--- src/rtl/seg_sndcmd_tx.sv ---
`default_nettype none
// ============================================================================
// Module   : seg_sndcmd_tx
// Purpose  : Main-CPU sound command transmitter. Queues CPU writes to the
//            sound port in a small FIFO and replays each byte as a stable
//            sndno value followed by one sndstart pulse, with setup, hold
//            and spacing times suited to the sound board's edge detector.
// Revision : 1.0 - initial release
// ============================================================================
module seg_sndcmd_tx #(
  parameter int DEPTH_LOG2 = 2,
  parameter int SETUP_CYC  = 6,
  parameter int HOLD_CYC   = 48,
  parameter int SPACING    = 4800
) (
  input  logic       clk48M,
  input  logic       reset_n,
  input  logic       cpu_wr_snd,
  input  logic [7:0] cpu_do,
  input  logic       clr_ovf,
  output logic [7:0] sndno,
  output logic       sndstart,
  output logic       busy,
  output logic       fifo_full,
  output logic       ovf
);

  localparam int DEPTH = 1 << DEPTH_LOG2;

  localparam logic [DEPTH_LOG2:0] c_DEPTH      = {1'b1, {DEPTH_LOG2{1'b0}}};
  localparam logic [15:0]         c_SETUP_LAST = 16'(SETUP_CYC - 1);
  localparam logic [15:0]         c_HOLD_LAST  = 16'(HOLD_CYC - 1);
  localparam logic [15:0]         c_SPACE_LAST = 16'(SPACING - 1);

  localparam logic [1:0] S_IDLE  = 2'd0;
  localparam logic [1:0] S_SETUP = 2'd1;
  localparam logic [1:0] S_HIGH  = 2'd2;
  localparam logic [1:0] S_SPACE = 2'd3;

  logic [7:0]            r_mem [DEPTH];
  logic [DEPTH_LOG2-1:0] r_wptr;
  logic [DEPTH_LOG2-1:0] r_rptr;
  logic [DEPTH_LOG2:0]   r_count;
  logic                  r_wr_q;
  logic                  r_ovf;
  logic [1:0]            r_state;
  logic [15:0]           r_cnt;
  logic [7:0]            r_sndno;
  logic                  r_sndstart;

  logic                  w_full;
  logic                  w_nonempty;
  logic                  w_push_req;
  logic                  w_pop;
  logic                  w_push_ok;
  logic [7:0]            w_head;

  assign w_full     = (r_count == c_DEPTH);
  assign w_nonempty = (r_count != '0);
  // One push per CPU write cycle: only the first clock of a high level counts.
  assign w_push_req = cpu_wr_snd & ~r_wr_q;
  // The FSM takes the next byte from IDLE, or at the end of a SPACE slot.
  assign w_pop      = w_nonempty &
                      ((r_state == S_IDLE) ||
                       ((r_state == S_SPACE) && (r_cnt == c_SPACE_LAST)));
  // A simultaneous pop frees a slot, so a push into a full FIFO still fits.
  assign w_push_ok  = w_push_req & (~w_full | w_pop);
  assign w_head     = r_mem[r_rptr];

  assign sndno     = r_sndno;
  assign sndstart  = r_sndstart;
  assign busy      = (r_state != S_IDLE) | w_nonempty;
  assign fifo_full = w_full;
  assign ovf       = r_ovf;

  // FIFO storage; contents are don't-care while empty, so no reset needed.
  always_ff @(posedge clk48M) begin
    if (w_push_ok) begin
      r_mem[r_wptr] <= cpu_do;
    end
  end

  // FIFO pointers, occupancy, write-edge detect and sticky overflow flag.
  always_ff @(posedge clk48M or negedge reset_n) begin
    if (!reset_n) begin
      r_wptr  <= '0;
      r_rptr  <= '0;
      r_count <= '0;
      r_wr_q  <= 1'b0;
      r_ovf   <= 1'b0;
    end else begin
      r_wr_q <= cpu_wr_snd;
      if (w_push_ok) begin
        r_wptr <= r_wptr + DEPTH_LOG2'(1);
      end
      if (w_pop) begin
        r_rptr <= r_rptr + DEPTH_LOG2'(1);
      end
      case ({w_push_ok, w_pop})
        2'b10:   r_count <= r_count + (DEPTH_LOG2 + 1)'(1);
        2'b01:   r_count <= r_count - (DEPTH_LOG2 + 1)'(1);
        default: r_count <= r_count;
      endcase
      // A dropped write takes priority over a clear on the same clock.
      if (w_push_req && !w_push_ok) begin
        r_ovf <= 1'b1;
      end else if (clr_ovf) begin
        r_ovf <= 1'b0;
      end
    end
  end

  // Command sequencer: setup -> strobe high -> spacing, one byte per slot.
  always_ff @(posedge clk48M or negedge reset_n) begin
    if (!reset_n) begin
      r_state    <= S_IDLE;
      r_cnt      <= '0;
      r_sndno    <= '0;
      r_sndstart <= 1'b0;
    end else begin
      case (r_state)
        S_IDLE: begin
          if (w_pop) begin
            r_sndno <= w_head;
            r_cnt   <= '0;
            r_state <= S_SETUP;
          end
        end
        S_SETUP: begin
          if (r_cnt == c_SETUP_LAST) begin
            r_sndstart <= 1'b1;
            r_cnt      <= '0;
            r_state    <= S_HIGH;
          end else begin
            r_cnt <= r_cnt + 16'd1;
          end
        end
        S_HIGH: begin
          // Keep counting from the rise so SPACE measures rise-to-slot-end.
          r_cnt <= r_cnt + 16'd1;
          if (r_cnt == c_HOLD_LAST) begin
            r_sndstart <= 1'b0;
            r_state    <= S_SPACE;
          end
        end
        S_SPACE: begin
          if (r_cnt == c_SPACE_LAST) begin
            if (w_pop) begin
              r_sndno <= w_head;
              r_cnt   <= '0;
              r_state <= S_SETUP;
            end else begin
              r_state <= S_IDLE;
            end
          end else begin
            r_cnt <= r_cnt + 16'd1;
          end
        end
        default: begin
          r_state    <= S_IDLE;
          r_sndstart <= 1'b0;
        end
      endcase
    end
  end

endmodule
`default_nettype wire

--- config.mk ---
export PLATFORM = sky130hd
export DESIGN_NAME = seg_sndcmd_tx
export DESIGN_NICKNAME = d
export VERILOG_FILES = /design/src/rtl/seg_sndcmd_tx.sv
export SDC_FILE = /design/constraint.sdc
export NUM_CORES = 1
export LEC_CHECK = 0
export ABC_AREA = 1
export BUFFER_PORTS_ARGS = -buffer_cell sky130_fd_sc_hd__clkbuf_2
export CORE_MARGIN = 4
export CORE_UTILIZATION = 41
export DETAILED_ROUTE_END_ITERATION = 7
export MAX_ROUTING_LAYER = met4
export SYNTH_ARGS = -nofsm -noshare
export SYNTH_HDL_FRONTEND = slang
export SYNTH_SLANG_ARGS = --single-unit
--- constraint.sdc ---
create_clock -name clk48M -period 3.5 [get_ports clk48M]
set_input_delay 0.525 -clock clk48M [delete_from_list [all_inputs] [get_ports clk48M]]
set_output_delay 0.525 -clock clk48M [all_outputs]
set_load 0.01 [all_outputs]
==> Word-level counts from Yosys, hierarchy flattened <==
Memory sizes are Yosys's and may differ from the RTL's.
Index checks and enable logic that the tools add are counted.
{ "classes": {"bitwise_logic": 7, "muxes": 21, "addsub": 5, "n_eq_ne": 13, "n_reduce_logical": 14} }
{ "ops": {"columns": ["operator", "n"], "rows": [
  ["$pmux 16 s4", 1],
  ["$mux 16", 3],
  ["$add 16x1->16 const B", 1],
  ["$eq 16x13->1 const B", 1],
  ["$eq 16x3->1 const B", 1],
  ["$eq 16x6->1 const B", 1],
  ["$mux 8", 2],
  ["$pmux 8 s2", 1],
  ["$reduce_bool 2->1", 5],
  ["$mux 2", 4],
  ["$pmux 2 s4", 1],
  ["$mux 1", 7],
  ["$eq 2x2->1 const B", 3],
  ["$ne 2x2->1 const B", 3],
  ["$pmux 3 s2", 1],
  ["$add 2x1->2 const B", 2],
  ["$eq 2x1->1 const B", 2],
  ["$reduce_and 4->1", 1],
  ["$add 3x1->3 const B", 1],
  ["$and 1x1->1", 3],
  ["$eq 3x3->1 const B", 1],
  ["$reduce_and 3->1", 1],
  ["$reduce_bool 3->1", 1],
  ["$sub 3x1->3 const B", 1],
  ["9 further kinds", 12]
]} }
{ "totals": {"wordCells": 70, "regBits": 36, "ram_bits": 32, "input_bits": 12, "out_inout_bits": 12, "memories": 1} }
{ "memory_table": {"columns": ["name", "words", "width", "read_ports", "rd_ports_with_merged_regs", "write_ports", "line", "rtl"], "rows": [
  ["r_mem", 4, 8, 1, 0, 1, "40", "logic [7:0] r_mem [DEPTH];"]
]} }

==> Depth between registers and ports, before layout <==
{ "depth": {"ltp_word": 9, "mapped_depth": 13, "depth_no_buf": 13} }

==> Worst setup path after synthesis <==
Ideal clock, no wire load.
{ "synth_path": {"kind": "flip-flop to flip-flop", "from": "reg r_cnt[0]", "to": "mem r_mem[0][0], enable pin", "path_slack_ps": 1520, "arrival_time_ps": 1609, "stages_incl_launch_ff": 8, "t_required_ps": 3129, "setup_ps": 371, "n_path_buf": 0, "period_less_slack_ps": 1980, "cell_sequence": "dfrtp_1 > ha_1 > nand3_2 > nor2_1 > nand3_2 > nand2_4 > o21ai_2 > nor2_1"} }
{ "synth_via": {"elab_chain_cells": 8} }
{ "synth_rtl": {"columns": ["element", "line", "rtl"], "rows": [
  ["start, declared", "47", "logic [15:0] r_cnt;"],
  ["start signal, assigned", "135", "r_cnt <= r_cnt + 16'd1;"],
  ["start signal, assigned", "140", "r_cnt <= r_cnt + 16'd1;"],
  ["start signal, assigned", "156", "r_cnt <= r_cnt + 16'd1;"],
  ["$eq 16x13->1", "65", "((r_state == S_SPACE) && (r_cnt == c_SPACE_LAST)));"],
  ["$logic_and 1x1->1", "65", null],
  ["$logic_or 1x1->1", "64", "((r_state == S_IDLE) ||"],
  ["$and 1x1->1", "63", "assign w_pop = w_nonempty &"],
  ["$or 1x1->1", "67", "assign w_push_ok = w_push_req & (~w_full | w_pop);"],
  ["$and 1x1->1", "67", null],
  ["$mux 1", "78", "if (w_push_ok) begin"],
  ["$mux 1 (not written as such)", "79", "r_mem[r_wptr] <= cpu_do;"],
  ["end, declared", "40", null]
]} }
No other way between the ends.

==> Final worst setup path <==
{ "layout_path": {"from": "reg r_cnt[0]", "to": "mem r_mem[2][3], enable pin"} }
Same word-level chain as after synthesis.

==> key figures <==
Hold path
  • Hold/Removal Path Class: in -> async

Power
  • Clock power share: 0.365
  • Sequential Power Share: 0.515
  • Switching Share: 0.281
  • Psw: 517 uW
  • Max VDD drop: 0.000376 V
  • Int Power: 1320 uW
  • Comb power frac: 0.120
  • Power Density: 496 mW/mm2
  • Pleak: 0.00159 uW

STA
  • Final setup fails: 0
  • Fin. Hold Viols: 0
  • Fin crit share: 0.653
  • Fmax: 438 MHz
  • Unrepaired setup endpoints after global routing: false
  • Relative slew slack: 0.386
  • Actual slew at the worst max-slew pin: 0.921 ns
  • Setup tns final: 0 ns
  • Skew final: 0.0138 ns
  • Minimum clock period: 2.29 ns
  • Slew Limit Fails: 0

Yosys
  • Async SR Flop Fraction: 0.529
  • Synth Area in XOR/XNOR: 0.0425
  • Synth Area in Compound Gates: 0.0974
  • Register area share after synthesis: 0.564
  • Synth warn: 0
  • Synthesized netlist cell count: 328
  • Post-synthesis register bit count: 68
  • Ys flop type: dfrtp_1
  • Synth cell types: 33
  • Cell area after synthesis: 0.00330 mm2
  • Multiplexer area fraction after synthesis: 0
  • Number of synthesized flops with an enable pin: 32
  • Mean Syn Cell Area: 10.1 um2
  • Area contributors post-synth: edfxtp_1, dfrtp_1, nand2_1
  • Largest area contributor in the netlist: edfxtp_1
  • Largest family of logic cells by synthesized area: simple AND/OR/NAND/NOR gates
  • Top-area cell type share of the netlist area: 0.291
  • Synth Net Count: 352
  • Simple-gate share of the synthesized area: 0.182
  • Post-Synth Adder-Cell Area: 0.0478

Setup path
  • Crit-path leading delay family: simple AND/OR/NAND/NOR gates
  • Crit path cell chain: ha_1 -> nand3_2 -> nor2_1 -> nand3_2 -> nand2_4 -> o21ai_2 -> nor2_1
  • Startpoint Class: flip-flop
  • Worst Path Buf+Inv: 0
  • Worst path slowest cell: nor2_1
  • Max incr delay on CP: 0.56 ns
  • WP data required: 3.47 ns
  • Critical Path AT: 2.26 ns
  • Critical path type: reg -> reg
  • CP max FO: 8
  • Crit end category: flip-flop

Detailed routing
  • DRT antenna net count: 0
  • DR iter-0 viols: 106
  • WL per Instance: 13.2 um
  • DRC violation count after routing: 0
  • Total Wirelength: 6090 um
  • Pre-Repair DR Iteration Count: 4
  • Vias: 2247
  • DR vias/cell: 4.86

Clock tree
  • Post-CTS Resized: 0
  • Worst-Skew Late Latency: 0.35 ns
  • Clock input transition at the sequential cells of the worst setup and hold paths: 0.09 ns
  • H-tree Lvls: 3
  • Post-CTS setup buffer count: 0
  • Clk buf depth: 2
  • CTS sink count: 68
  • Hold Buf Count CTS: 0
  • CTS tree: built
  • Root buffer cell: clkbuf_8
  • CTS Buf Count: 9

Global route
  • GRT Util Overall: 0.142
  • Vias in the first global route: 2165
  • First-pass GRT wire length: 10500 um
  • Global route overflow: 0
  • Largest net degree at the start of global routing: 37
  • Initial antenna violation count: 0

Layout
  • Inserted Diodes: 0
  • Post-Layout Cell Count: 462
  • Fin nets: 379
  • Layout cells sized above 1: 0.167
  • Area grow syn2layout: 12.2%

Placement
  • DP Wirelength: 4280 um
  • Routability congestion estimate: 0.824
  • IO Port Bufs: 23
  • Placed cells: 446

Flow run
  • MaxCap Viol Count: 0

Floorplanning
  • Core Region: 0.00777 mm2
  • Chip width: 97.7 um
  • Die Area: 0.00955 mm2
  • I/O pin total: 24
  • Num rows: 32
  • Initial core utilization: 0.425
  • Die height: 97.7 um

Outcome
  • Outcome: finished clean
-- worst reg2reg max path, delay by kind of cell, from the launching register on --
kind | cells | cell delay [ns]
flip-flops | 1 | 0.42
AO/OA/AOI/OAI | 1 | 0.13
AND/OR/NAND/NOR | 5 | 1.13
adder cells (fa/ha/maj) | 1 | 0.22
-- registers in the layout, summed over array words and instances (netlist names) --
name      cells
r_wptr        2
ovf           1
r_wr_q        1
r_cnt        16
r_mem        32
r_count       3
r_rptr        2
r_state       2
sndstart      1
sndno         8
-- Yosys cell counts, types with 3 or more instances --
library cell  number
o22ai_1            9
nand2_4            3
o21ai_1            9
nor3_1             6
edfxtp_1          32
xor2_1            13
nand3_2            4
nand3_1            9
nor2_2             3
dfrtp_1           36
xnor2_1            3
clkbuf_1           3
inv_1             43
nand2_2            4
o32ai_1            9
nand4_1            3
nor2_1            45
o21ai_0           17
nand2_1           49
ha_1              11
-- power by group through the flow --
stage	clock network (uW)	registers [uW]	logic (uW)
2_1_floorplan	0	955	161
3_3_place_gp	0	964	217
3_5_place_dp	0	963	223
4_1_cts	692	947	225
5_1_grt	723	956	256
6_report	672	947	220
-- layout by cell type (no fill, tap or decap) --
cell	n
o21ai_2	2
nand3_1	9
xor2_1	13
bufinv_16	1
o211ai_4	1
nand3_2	4
dfrtp_1	36
nand3b_1	1
o21ai_1	9
fa_1	1
nand3_4	1
o32ai_1	9
a21oi_1	2
nor2_4	1
nor2_1	45
nand2_1	49
ha_1	11
nor2_2	3
xnor2_1	3
inv_6	4
edfxtp_1	32
nand4_1	3
inv_4	1
o22ai_1	9
nor3_1	6
clkbuf_2	23
o21ai_0	17
clkinvlp_4	2
o211ai_1	1
inv_1	43
nand2_4	3
nand2_2	4
clkbuf_8	9
clkinv_1	1
inv_2	1
-- routing by layer --
layer / vias up / share of wire / global-route usage / wire length (um)
li1: 1144 / - / - / -
met2: 42 / 0.45 / 0.203 / 2760
met4: 0 / 0.011 / 0.0501 / 65
met3: 6 / 0.043 / 0.0402 / 259
met1: 1055 / 0.49 / 0.193 / 3000
met5: - / 0 / - / 0
-- worst paths after layout --
path	startpoint	cells past startpoint	endpoint	slack [ns]
max reg2reg	r_cnt[0]$_DFF_PN0_	7	r_mem[2][3]$_DFFE_PP_	1.21
max in group asynchronous	reset_n	1	sndno[1]$_DFFE_PN0P_	2.62
min in group clk48M	cpu_wr_snd	1	r_wr_q$_DFF_PN0_	0.30
max	r_cnt[0]$_DFF_PN0_	7	r_mem[2][3]$_DFFE_PP_	1.21
min	reset_n	1	r_cnt[3]$_DFF_PN0_	0.30
min reg2reg	sndstart$_DFFE_PN0P_	2	sndstart$_DFFE_PN0P_	0.49
-- layout make-up --
cell class,instances,area (um2)
Clock buffer,9,124
Clock inverter,7,80.1
Fill cell,774,4060
Inverter,46,175
Multi-Input combinational cell,207,1220
Sequential cell,68,1860
Tap cell,102,128
Timing Repair Buffer,23,115
-- logic make-up (layout without fill, tap and decap cells) --
kind of cell | count (synthesis) | in the layout
buffers and inverters | 53 | 85
XOR/XNOR | 16 | 16
flip-flops | 68 | 68
AND/OR/NAND/NOR | 129 | 129
AO/OA/AOI/OAI | 50 | 50
adder cells (fa/ha/maj) | 12 | 12
-- through the flow --
step / area (um2) / hold WS (ns) / util / worst slack (ns) / total power [uW]
final: 3700 / 0.296 / 0.477 / 1.21 / 1840
after global routing: 3700 / 0.271 / 0.477 / 1.01 / 1940
after CTS: 3700 / 0.271 / 0.477 / 1.15 / 1860
after detailed placement: 3500 / 0.474 / 0.451 / 1.20 / 1190
after global placement: 3500 / 0.469 / 0.451 / 1.25 / 1180
after floorplan: 3300 / 0.229 / - / 1.52 / 1120
No activity file was read; power rests on OpenSTA's default activity.
